### config.mk
export PLATFORM = sky130hd
export DESIGN_NAME = lm_sm_sequencer
export DESIGN_NICKNAME = d
export VERILOG_FILES = /design/src/rtl/lm_sm_sequencer_pkg.sv /design/src/rtl/lm_sm_sequencer_priority_encoder_8.sv /design/src/rtl/lm_sm_sequencer.sv
export SDC_FILE = /design/constraint.sdc
export NUM_CORES = 1
export LEC_CHECK = 0
export ABC_AREA = 0
export BUFFER_PORTS_ARGS = -buffer_cell sky130_fd_sc_hd__buf_2
export CAP_MARGIN = 20
export CORE_MARGIN = 10
export CORE_UTILIZATION = 30
export DETAILED_ROUTE_END_ITERATION = 12
export GPL_TIMING_DRIVEN = 0
export PLACE_DENSITY = 0.51
export SLEW_MARGIN = 20
export SYNTH_ARGS = -nofsm -noshare
export SYNTH_HDL_FRONTEND = slang
export SYNTH_SLANG_ARGS = --single-unit
### constraint.sdc
create_clock -name clock -period 3.6 [get_ports clock]
set_input_delay 0.18 -clock clock [delete_from_list [all_inputs] [get_ports clock]]
set_output_delay 0.18 -clock clock [all_outputs]
set_load 0.05 [all_outputs]
### src/rtl/lm_sm_sequencer_pkg.sv
// Shared types and LM_signals bit positions for the LM/SM register-read micro-sequencer.
package lm_sm_sequencer_pkg;

  typedef enum logic {
    IDLE = 1'b0,
    RUN  = 1'b1
  } state_t;

  localparam int LM_SIGNALS_W = 24;
  localparam int ONE_SEL      = 0;
  localparam int LM_DEST_SEL  = 1;
  localparam int LM_WR_SEL    = 2;
  localparam int LM_REG_WRITE = 3;
  localparam int FWD_BIT      = 4;
  localparam int PE_OUT_LSB   = 5;
  localparam int PE_OUT_MSB   = 7;
  localparam int ALU_IN_LSB   = 8;
  localparam int ALU_IN_MSB   = 23;
  localparam int ALU_IN_W     = ALU_IN_MSB - ALU_IN_LSB + 1;

  // True when at least two bits are set: clearing the lowest one leaves something behind.
  function automatic logic multi_bit(input logic [7:0] v);
    return (v & (v - 8'd1)) != 8'd0;
  endfunction

endpackage

### src/rtl/lm_sm_sequencer_priority_encoder_8.sv
// Lowest-set-bit encoder for an 8-bit register list.
module priority_encoder_8 (
  input  logic [7:0] vec,
  output logic [2:0] idx,
  output logic       found
);

  // Scan from the top so the last hit written is the lowest set bit.
  always_comb begin
    idx   = '0;
    found = |vec;
    for (int i = 7; i >= 0; i--) begin
      if (vec[i]) idx = 3'(i);
    end
  end

endmodule

### src/rtl/lm_sm_sequencer.sv
// Expands one LM/SM instruction into one register transfer per cycle, lowest register first,
// stalling the upstream stages until the last transfer issues.
//
//   state | meaning
//   IDLE  | waiting for start; the first transfer issues straight from the inputs
//   RUN   | walking the latched list; one transfer per un-held cycle
module lm_sm_sequencer
  import lm_sm_sequencer_pkg::*;
#(
  parameter int ADDR_W = 16
) (
  input  logic                    clock,
  input  logic                    clear,
  input  logic                    start,
  input  logic                    is_lm,
  input  logic [7:0]              reg_list,
  input  logic [ADDR_W-1:0]       base_addr,
  input  logic                    hold,
  input  logic                    flush,
  output logic [LM_SIGNALS_W-1:0] LM_signals,
  output logic                    seq_valid,
  output logic                    stall_upstream,
  output logic                    busy,
  output logic                    done
);

  state_t              state_q, state_d;
  logic [7:0]          remaining_q, remaining_d;
  logic [2:0]          count_q, count_d;
  logic [ADDR_W-1:0]   base_q, base_d;
  logic                lm_q, lm_d;

  logic                run;
  logic [7:0]          list;
  logic [7:0]          list_next;
  logic                multi;
  logic                active;
  logic                issue;
  logic                lm_cur;
  logic [2:0]          cnt_cur;
  logic [ADDR_W-1:0]   addr_cur;
  logic [2:0]          pe_idx;
  logic                pe_found;

  assign run       = (state_q == RUN);
  assign list      = run ? remaining_q : reg_list;
  assign list_next = list & (list - 8'd1);
  assign multi     = multi_bit(list);

  priority_encoder_8 u_pe (
    .vec   (list),
    .idx   (pe_idx),
    .found (pe_found)
  );

  always_comb begin
    active   = clear && !flush;
    issue    = active && pe_found && (run || start);
    lm_cur   = run ? lm_q : is_lm;
    cnt_cur  = run ? count_q : 3'd0;
    addr_cur = run ? (base_q + ADDR_W'(count_q)) : base_addr;

    LM_signals = '0;
    if (issue) begin
      LM_signals[ONE_SEL]                   = (cnt_cur != 3'd0);
      LM_signals[LM_DEST_SEL]               = lm_cur;
      LM_signals[LM_WR_SEL]                 = lm_cur;
      LM_signals[LM_REG_WRITE]              = lm_cur;
      LM_signals[FWD_BIT]                   = run;
      LM_signals[PE_OUT_MSB:PE_OUT_LSB]     = pe_idx;
      LM_signals[ALU_IN_MSB:ALU_IN_LSB]     = ALU_IN_W'(addr_cur);
    end

    seq_valid      = issue;
    stall_upstream = issue && multi;
    // An empty list still completes the instruction so the pipeline can retire it.
    done           = active && ((issue && !multi) || (!run && start && !pe_found));
    busy           = active && run;
  end

  always_comb begin
    state_d     = state_q;
    remaining_d = remaining_q;
    count_d     = count_q;
    base_d      = base_q;
    lm_d        = lm_q;

    if (flush) begin
      state_d     = IDLE;
      remaining_d = '0;
      count_d     = '0;
    end else if (!hold) begin
      if (run) begin
        remaining_d = list_next;
        count_d     = count_q + 3'd1;
        if (!multi) begin
          state_d = IDLE;
          count_d = '0;
        end
      end else if (start && pe_found && multi) begin
        state_d     = RUN;
        remaining_d = list_next;
        count_d     = 3'd1;
        base_d      = base_addr;
        lm_d        = is_lm;
      end
    end
  end

  always_ff @(posedge clock or negedge clear) begin
    if (!clear) begin
      state_q     <= IDLE;
      remaining_q <= '0;
      count_q     <= '0;
      base_q      <= '0;
      lm_q        <= 1'b0;
    end else begin
      state_q     <= state_d;
      remaining_q <= remaining_d;
      count_q     <= count_d;
      base_q      <= base_d;
      lm_q        <= lm_d;
    end
  end

endmodule

==> results.sh, run 1 <==
export IMPL_synth_nets=260
export IMPL_grt_pass1_vias=2108
export IMPL_gr_usage_all_layers_pct=11.6
export IMPL_end_kind="primary output"
export IMPL_period_needed_ns=3.08
export IMPL_power_density_nw_per_um2=378
export IMPL_netlist_area_um2=2190
export IMPL_cp_top_family="buffers and inverters"
export IMPL_finalCritPeriodShare_pct=85.5
export IMPL_rows=31
export IMPL_reg2reg_slack_ns=0.94
export IMPL_holdPathEnd="base_q[1]$_DFFE_PN0P_"
export IMPL_place_congestion=0.793
export IMPL_whs_path_depth=2
export IMPL_final_util_pct=36.9
export IMPL_leakage_nw=1.17
export IMPL_initial_utilization_pct=30.5
export IMPL_critPathRequiredTime_ns=3.42
export IMPL_clk_pin_slew_ns=0.10
export IMPL_final_common_cell="buf_2"
export IMPL_critPathBufInv=5
export IMPL_holdCritStartpoint="base_addr[1]"
export IMPL_ys_seq_area_share_pct=32.0
export IMPL_setup_tns_final_ns=0
export IMPL_yosysUniqueCellTypes=53
export IMPL_routed_wl_mm=6.51
export IMPL_setup_violations=0
export IMPL_nets=322
export IMPL_multi_input_area_um2=1390
export IMPL_viasPerCell=5.01
export IMPL_outcome="finished, final reports clean"
export IMPL_cts_setup_buffers=0
export IMPL_cts_buffers=3
export IMPL_coreArea_um2=7180
export IMPL_fin_area_um2=2650
export IMPL_finalPower_w=0.00100
export IMPL_ioPinCount=58
export IMPL_antenna_found_initial=0
export IMPL_synth_area_top_cells="dfrtp_1 (32%), mux2_4 (6.2%), mux2_2 (6.2%), a211oi_1 (5.5%), nor2_1 (4.6%)"
export IMPL_port_buffers=57
export IMPL_drc=0
export IMPL_hold_viol_final=0
export IMPL_report_final_slew_viol_count=0
export IMPL_synth_top_area_share_pct=32.0
export IMPL_hp_class="primary input to flip-flop"
export IMPL_area_growth_pct=21.0
export IMPL_placed_area_um2=2600
export IMPL_clockBufferDepth=2
export IMPL_crit_path_start="clear"
export IMPL_grt_pass1_wl_mm=10.7
export IMPL_r2r_end="base_q[2]$_DFFE_PN0P_"
export IMPL_synth_avg_cell_area_um2=9.74
export IMPL_max_slew_worst_pin_slew_ns=0.619
export IMPL_crit_type="primary input to primary output"
export IMPL_mostFrequentLayoutCells="buf_2 (56), dfrtp_1 (28), nor2_1 (27), a211oi_1 (16)"
export IMPL_synth_seq_cells=28
export IMPL_slowest_delay_ns=0.52
export IMPL_slew_headroom_pct=58.7
export IMPL_rsz0062_at_grt="false"
export IMPL_cts_sinks=28
export IMPL_synth_cells=225
export IMPL_fmax_ghz=0.325
export IMPL_maxCapViolations=0
export IMPL_ff2ff_path_depth=9
export IMPL_worst_setup_path_start_kind="primary input"
export IMPL_antenna_diode_count=0
export IMPL_dieWidth_um=105
export IMPL_ys_warn_count=0
export IMPL_cp_arrival_ns=2.90
export IMPL_drt_first_iter_violations=76
export IMPL_via_count=1924
export IMPL_htreeDepth=1
export IMPL_cts_root_buffer="clkbuf_8"
export IMPL_grt_max_degree=30
export IMPL_reg2reg_from="run$_DFFE_PN0P_"
export IMPL_ir_drop_mv=0.209
export IMPL_drive_above_1_share_pct=36.5
export IMPL_wl_per_cell_um=17.0
export IMPL_cp_max_fo=29
export IMPL_die_h_um=105
export IMPL_dp_hpwl_mm=5.00
export IMPL_synth_top_area_cell="dfrtp_1"
export IMPL_globalRouteOverflowTotal=0
export IMPL_first_pass_iters=4
export IMPL_die_area_um2=11100
export IMPL_ant_nets=0
export IMPL_finClkSkew_ns=0.00474
export IMPL_crit_chain="dlygate4sd3_1, clkbuf_4, nor2b_1, o21ai_0, or2_2, clkbuf_2, nor2_1, buf_4, buf_2"
export IMPL_nFillCells=770
export IMPL_worstSkewPairLatency_ns=0.28
export IMPL_cts_tree="built"
export IMPL_regArea_um2=701
export IMPL_cpMaxStageDelayCell="dlygate4sd3_1"
-- synthesized netlist by cell type (all sizes together) --
master / instances
a211o: 1
a211oi: 16
a21o: 1
a21oi: 13
a22o: 2
a2bb2o: 1
a32o: 3
and2: 3
and3: 2
and4: 1
buf: 7
clkbuf: 5
dfrtp: 28
fa: 1
ha: 4
inv: 5
mux2: 21
mux2i: 7
nand2: 12
nand2b: 1
nand3: 5
nand3b: 1
nand4: 3
nor2: 27
nor2b: 5
nor3: 3
nor3b: 5
nor4: 1
o2111ai: 1
o211ai: 2
o21a: 1
o21ai: 11
o21ba: 1
o21bai: 1
o221a: 2
o221ai: 1
o22ai: 1
o2bb2ai: 1
o311ai: 1
o31a: 1
or2: 3
xnor2: 8
xor2: 6
-- cells by family (layout without fill, tap and decap cells) --
family / count (synthesis) / count (layout) / synth area share [%]
AO/OA/AOI/OAI: 61 / 61 / 20.7
XOR/XNOR: 14 / 14 / 5.60
adder cells (fa/ha/maj): 5 / 5 / 3.20
multiplexers: 28 / 28 / 15.9
buffers and inverters: 17 / 77 / 4.63
AND/OR/NAND/NOR: 72 / 72 / 18.0
flip-flops: 28 / 28 / 32.0
-- power by group --
part	internal [W]	total [W]	leakage, nW	switching (W)
Combinational	0.000179	0.000379	0.799	0.000200
Sequential	0.000378	0.000442	0.350	0.0000647
Clock	0.0000756	0.000182	0.0216	0.000107
-- per-layer routing --
layer / up-vias / global-route usage (%) / part of all wire [%]
li1: 947 / - / -
met1: 924 / 15.3 / 49
met2: 48 / 19.1 / 45
met3: 5 / 3.35 / 5.2
met4: 0 / 1.18 / 0.41
met5: - / 0 / 0
-- worst max path at each step --
stage                     endpoint  slack [ns]  cells past startpoint
floorplan           LM_signals[17]        0.48                      8
global placement     LM_signals[3]        0.32                     10
detailed placement   LM_signals[2]        0.31                     10
CTS                  LM_signals[2]        0.07                     10
global route         LM_signals[3]        0.24                      9
finish               LM_signals[3]        0.52                      9
-- metrics by stage --
| step | std cells | setup slack, ns | hold WS [ns] |
|---|---|---|---|
| after floorplan | 225 | 0.477 | -0.116 |
| after global placement | 381 | 0.322 | 0.274 |
| after detailed placement | 381 | 0.313 | 0.275 |
| after CTS | 385 | 0.0740 | 0.127 |
| after global routing | 384 | 0.239 | 0.123 |
| final | 384 | 0.521 | 0.137 |
-- sequential cells by signal, indices dropped and copies added, names as in the netlist --
| register | count |
|---|---|
| base_q | 16 |
| count_q | 3 |
| lm_q | 1 |
| remaining_q | 7 |
| run | 1 |
-- repair_timing --
action	CTS	global route
endpoints found under the setup margin	2	8
hold buffers	1	0
gates resized for setup	1	1
hold endpoints to repair	28	0
-- layout make-up --
class	count	area share [%]
Multi-Input combinational cell	180	52.4
Sequential cell	28	26.4
Timing Repair Buffer	58	11.2
Tap cell	99	4.67
Buffer	11	3.02
Clock buffer	3	1.56
Inverter	5	0.708
Power figures use the tool's default switching activity.
==> run 2, diff against run 1 <==
--- a/config.mk
+++ b/config.mk
@@ -5,14 +5,15 @@
 export SDC_FILE = /design/constraint.sdc
 export NUM_CORES = 1
 export LEC_CHECK = 0
-export ABC_AREA = 0
 export BUFFER_PORTS_ARGS = -buffer_cell sky130_fd_sc_hd__buf_2
 export CAP_MARGIN = 20
 export CORE_MARGIN = 10
 export CORE_UTILIZATION = 30
 export DETAILED_ROUTE_END_ITERATION = 12
 export GPL_TIMING_DRIVEN = 0
+export MAX_ROUTING_LAYER = met4
 export PLACE_DENSITY = 0.51
+export SKIP_LAST_GASP = 1
 export SLEW_MARGIN = 20
 export SYNTH_ARGS = -nofsm -noshare
 export SYNTH_HDL_FRONTEND = slang
==> results.sh, run 2 (synthesis gave the netlist of run 1 again) <==
export IMPL_drt_first_iter_violations=70
export IMPL_power_switching_w=0.000369
export IMPL_cts_sinks=28
export IMPL_clk_pin_slew_ns=0.10
export IMPL_power_density_nw_per_um2=378
export IMPL_end_kind="primary output"
export IMPL_finalPower_w=0.00100
export IMPL_clockBufferDepth=2
export IMPL_nFillCells=770
export IMPL_hp_class="primary input to flip-flop"
export IMPL_p_seq_share_pct=44.2
export IMPL_multi_input_area_um2=1390
export IMPL_dp_slack_ns=0.313
export IMPL_p_clk_share_pct=18.0
export IMPL_finalCritPeriodShare_pct=85.6
export IMPL_finalNonFillerCells=384
export IMPL_maxCapViolations=0
export IMPL_top_register="base_q"
export IMPL_mostFrequentLayoutCells="buf_2 (56), dfrtp_1 (28), nor2_1 (27), a211oi_1 (16)"
export IMPL_setup_tns_final_ns=0
export IMPL_via_count=1916
export IMPL_initial_utilization_pct=30.5
export IMPL_final_common_cell="buf_2"
export IMPL_worst_setup_path_start_kind="primary input"
export IMPL_setup_violations=0
export IMPL_report_final_slew_viol_count=0
export IMPL_drc=0
export IMPL_setup_ws_ns=0.520
export IMPL_combinationalPowerShare_pct=37.8
export IMPL_hold_viol_final=0
export IMPL_die_h_um=105
export IMPL_routed_wl_mm=6.50
export IMPL_port_buffers=57
export IMPL_grt_pass1_wl_mm=10.7
export IMPL_gr_usage_all_layers_pct=12.0
export IMPL_cp_max_fo=29
export IMPL_dp_hpwl_mm=5.00
export IMPL_reg_top3="base_q x16, remaining_q x7, count_q x3"
export IMPL_dieWidth_um=105
export IMPL_globalRouteOverflowTotal=0
export IMPL_reg2reg_from="run$_DFFE_PN0P_"
export IMPL_grt_pass1_vias=2108
export IMPL_crit_path_start="clear"
export IMPL_nets=322
export IMPL_antenna_found_initial=0
export IMPL_cpMaxStageDelayCell="dlygate4sd3_1"
export IMPL_cts_setup_buffers=0
export IMPL_cp_top_family="buffers and inverters"
export IMPL_worstSkewPairLatency_ns=0.28
export IMPL_outcome="finished, final reports clean"
export IMPL_rsz0062_at_grt="false"
export IMPL_cp_arrival_ns=2.90
export IMPL_viasPerCell=4.99
export IMPL_antenna_diode_count=0
export IMPL_crit_chain="dlygate4sd3_1, clkbuf_4, nor2b_1, o21ai_0, or2_2, clkbuf_2, nor2_1, buf_4, buf_2"
export IMPL_ant_nets=0
export IMPL_p_int_w=0.000632
export IMPL_slowest_delay_ns=0.52
export IMPL_coreArea_um2=7180
export IMPL_cts_root_buffer="clkbuf_8"
export IMPL_ioPinCount=58
export IMPL_largest_register_ffs=16
export IMPL_regArea_um2=701
export IMPL_swShare_pct=36.8
export IMPL_first_pass_iters=4
export IMPL_leakage_nw=1.17
export IMPL_finClkSkew_ns=0.00646
export IMPL_area_growth_pct=21.0
export IMPL_ir_drop_mv=0.209
export IMPL_die_area_um2=11100
export IMPL_max_slew_worst_pin_slew_ns=0.620
export IMPL_period_needed_ns=3.08
export IMPL_fmax_ghz=0.325
export IMPL_rows=31
export IMPL_slew_headroom_pct=58.7
export IMPL_crit_type="primary input to primary output"
export IMPL_critPathBufInv=5
export IMPL_cts_buffers=3
export IMPL_critPathRequiredTime_ns=3.42
export IMPL_cts_tree="built"
export IMPL_wl_per_cell_um=16.9
export IMPL_dp_cells=381
export IMPL_grt_max_degree=30
export IMPL_place_congestion=0.804
export IMPL_holdCritStartpoint="base_addr[1]"
export IMPL_drive_above_1_share_pct=36.5
export IMPL_htreeDepth=1
[run 2: worst paths after layout]
path	to	slack, ns	depth (start not counted)
max in group asynchronous	base_q[11]$_DFFE_PN0P_	2.91	2
worst max-delay path	LM_signals[3]	0.52	9
worst min register to register	remaining_q[7]$_DFFE_PN0P_	0.51	1
worst min-delay path	base_q[1]$_DFFE_PN0P_	0.14	2
min in group asynchronous	remaining_q[4]$_DFFE_PN0P_	0.39	2
worst max register to register	base_q[11]$_DFFE_PN0P_	0.94	9
[run 2: power groups by stage]
stage	registers [W]	logic, W	clock network (W)
finish	0.000443	0.000378	0.000180
global route	0.000454	0.000414	0.000207
CTS	0.000443	0.000382	0.000193
detailed placement	0.000447	0.000380	0
global placement	0.000448	0.000376	0
floorplan	0.000432	0.000296	0
[run 2: layout make-up]
cell class / count / area share, %
Multi-Input combinational cell: 180 / 52.4
Sequential cell: 28 / 26.4
Timing Repair Buffer: 58 / 11.2
Tap cell: 99 / 4.67
Buffer: 11 / 3.02
Clock buffer: 3 / 1.56
Inverter: 5 / 0.708
[run 2: repair_timing]
item | CTS | global route
endpoints found under the hold margin | 28 | 0
gates resized for setup | 1 | 1
endpoints found under the setup margin | 2 | 8
cloned | 0 | 0
hold buffers | 1 | 0
[run 2: stage by stage]
stage	hold slack (ns)	instance area, µm²	utilization (%)
after floorplan	-0.116	2190	-
after detailed placement	0.275	2600	36.2
final	0.138	2650	36.9
after global routing	0.123	2650	36.9
after CTS	0.127	2650	37.0
after global placement	0.274	2600	36.2
[run 2: routing by layer]
metal / wire, µm / share of wire (%) / global-route usage (%) / up-vias
li1: - / - / - / 948
met1: 3310 / 51 / 15.7 / 918
met2: 2950 / 45 / 19.2 / 45
met3: 210 / 3.2 / 2.44 / 5
met4: 31 / 0.48 / 1.18 / 0
met5: 0 / 0 / - / -
[run 2: worst reg2reg max path: cells and delay by family (launching register included)]
family,cells,cell delay [ns]
compound gates,3,0.83
mux,1,0.31
flops,1,0.40
simple gates,1,0.30
buf+inv,4,0.71
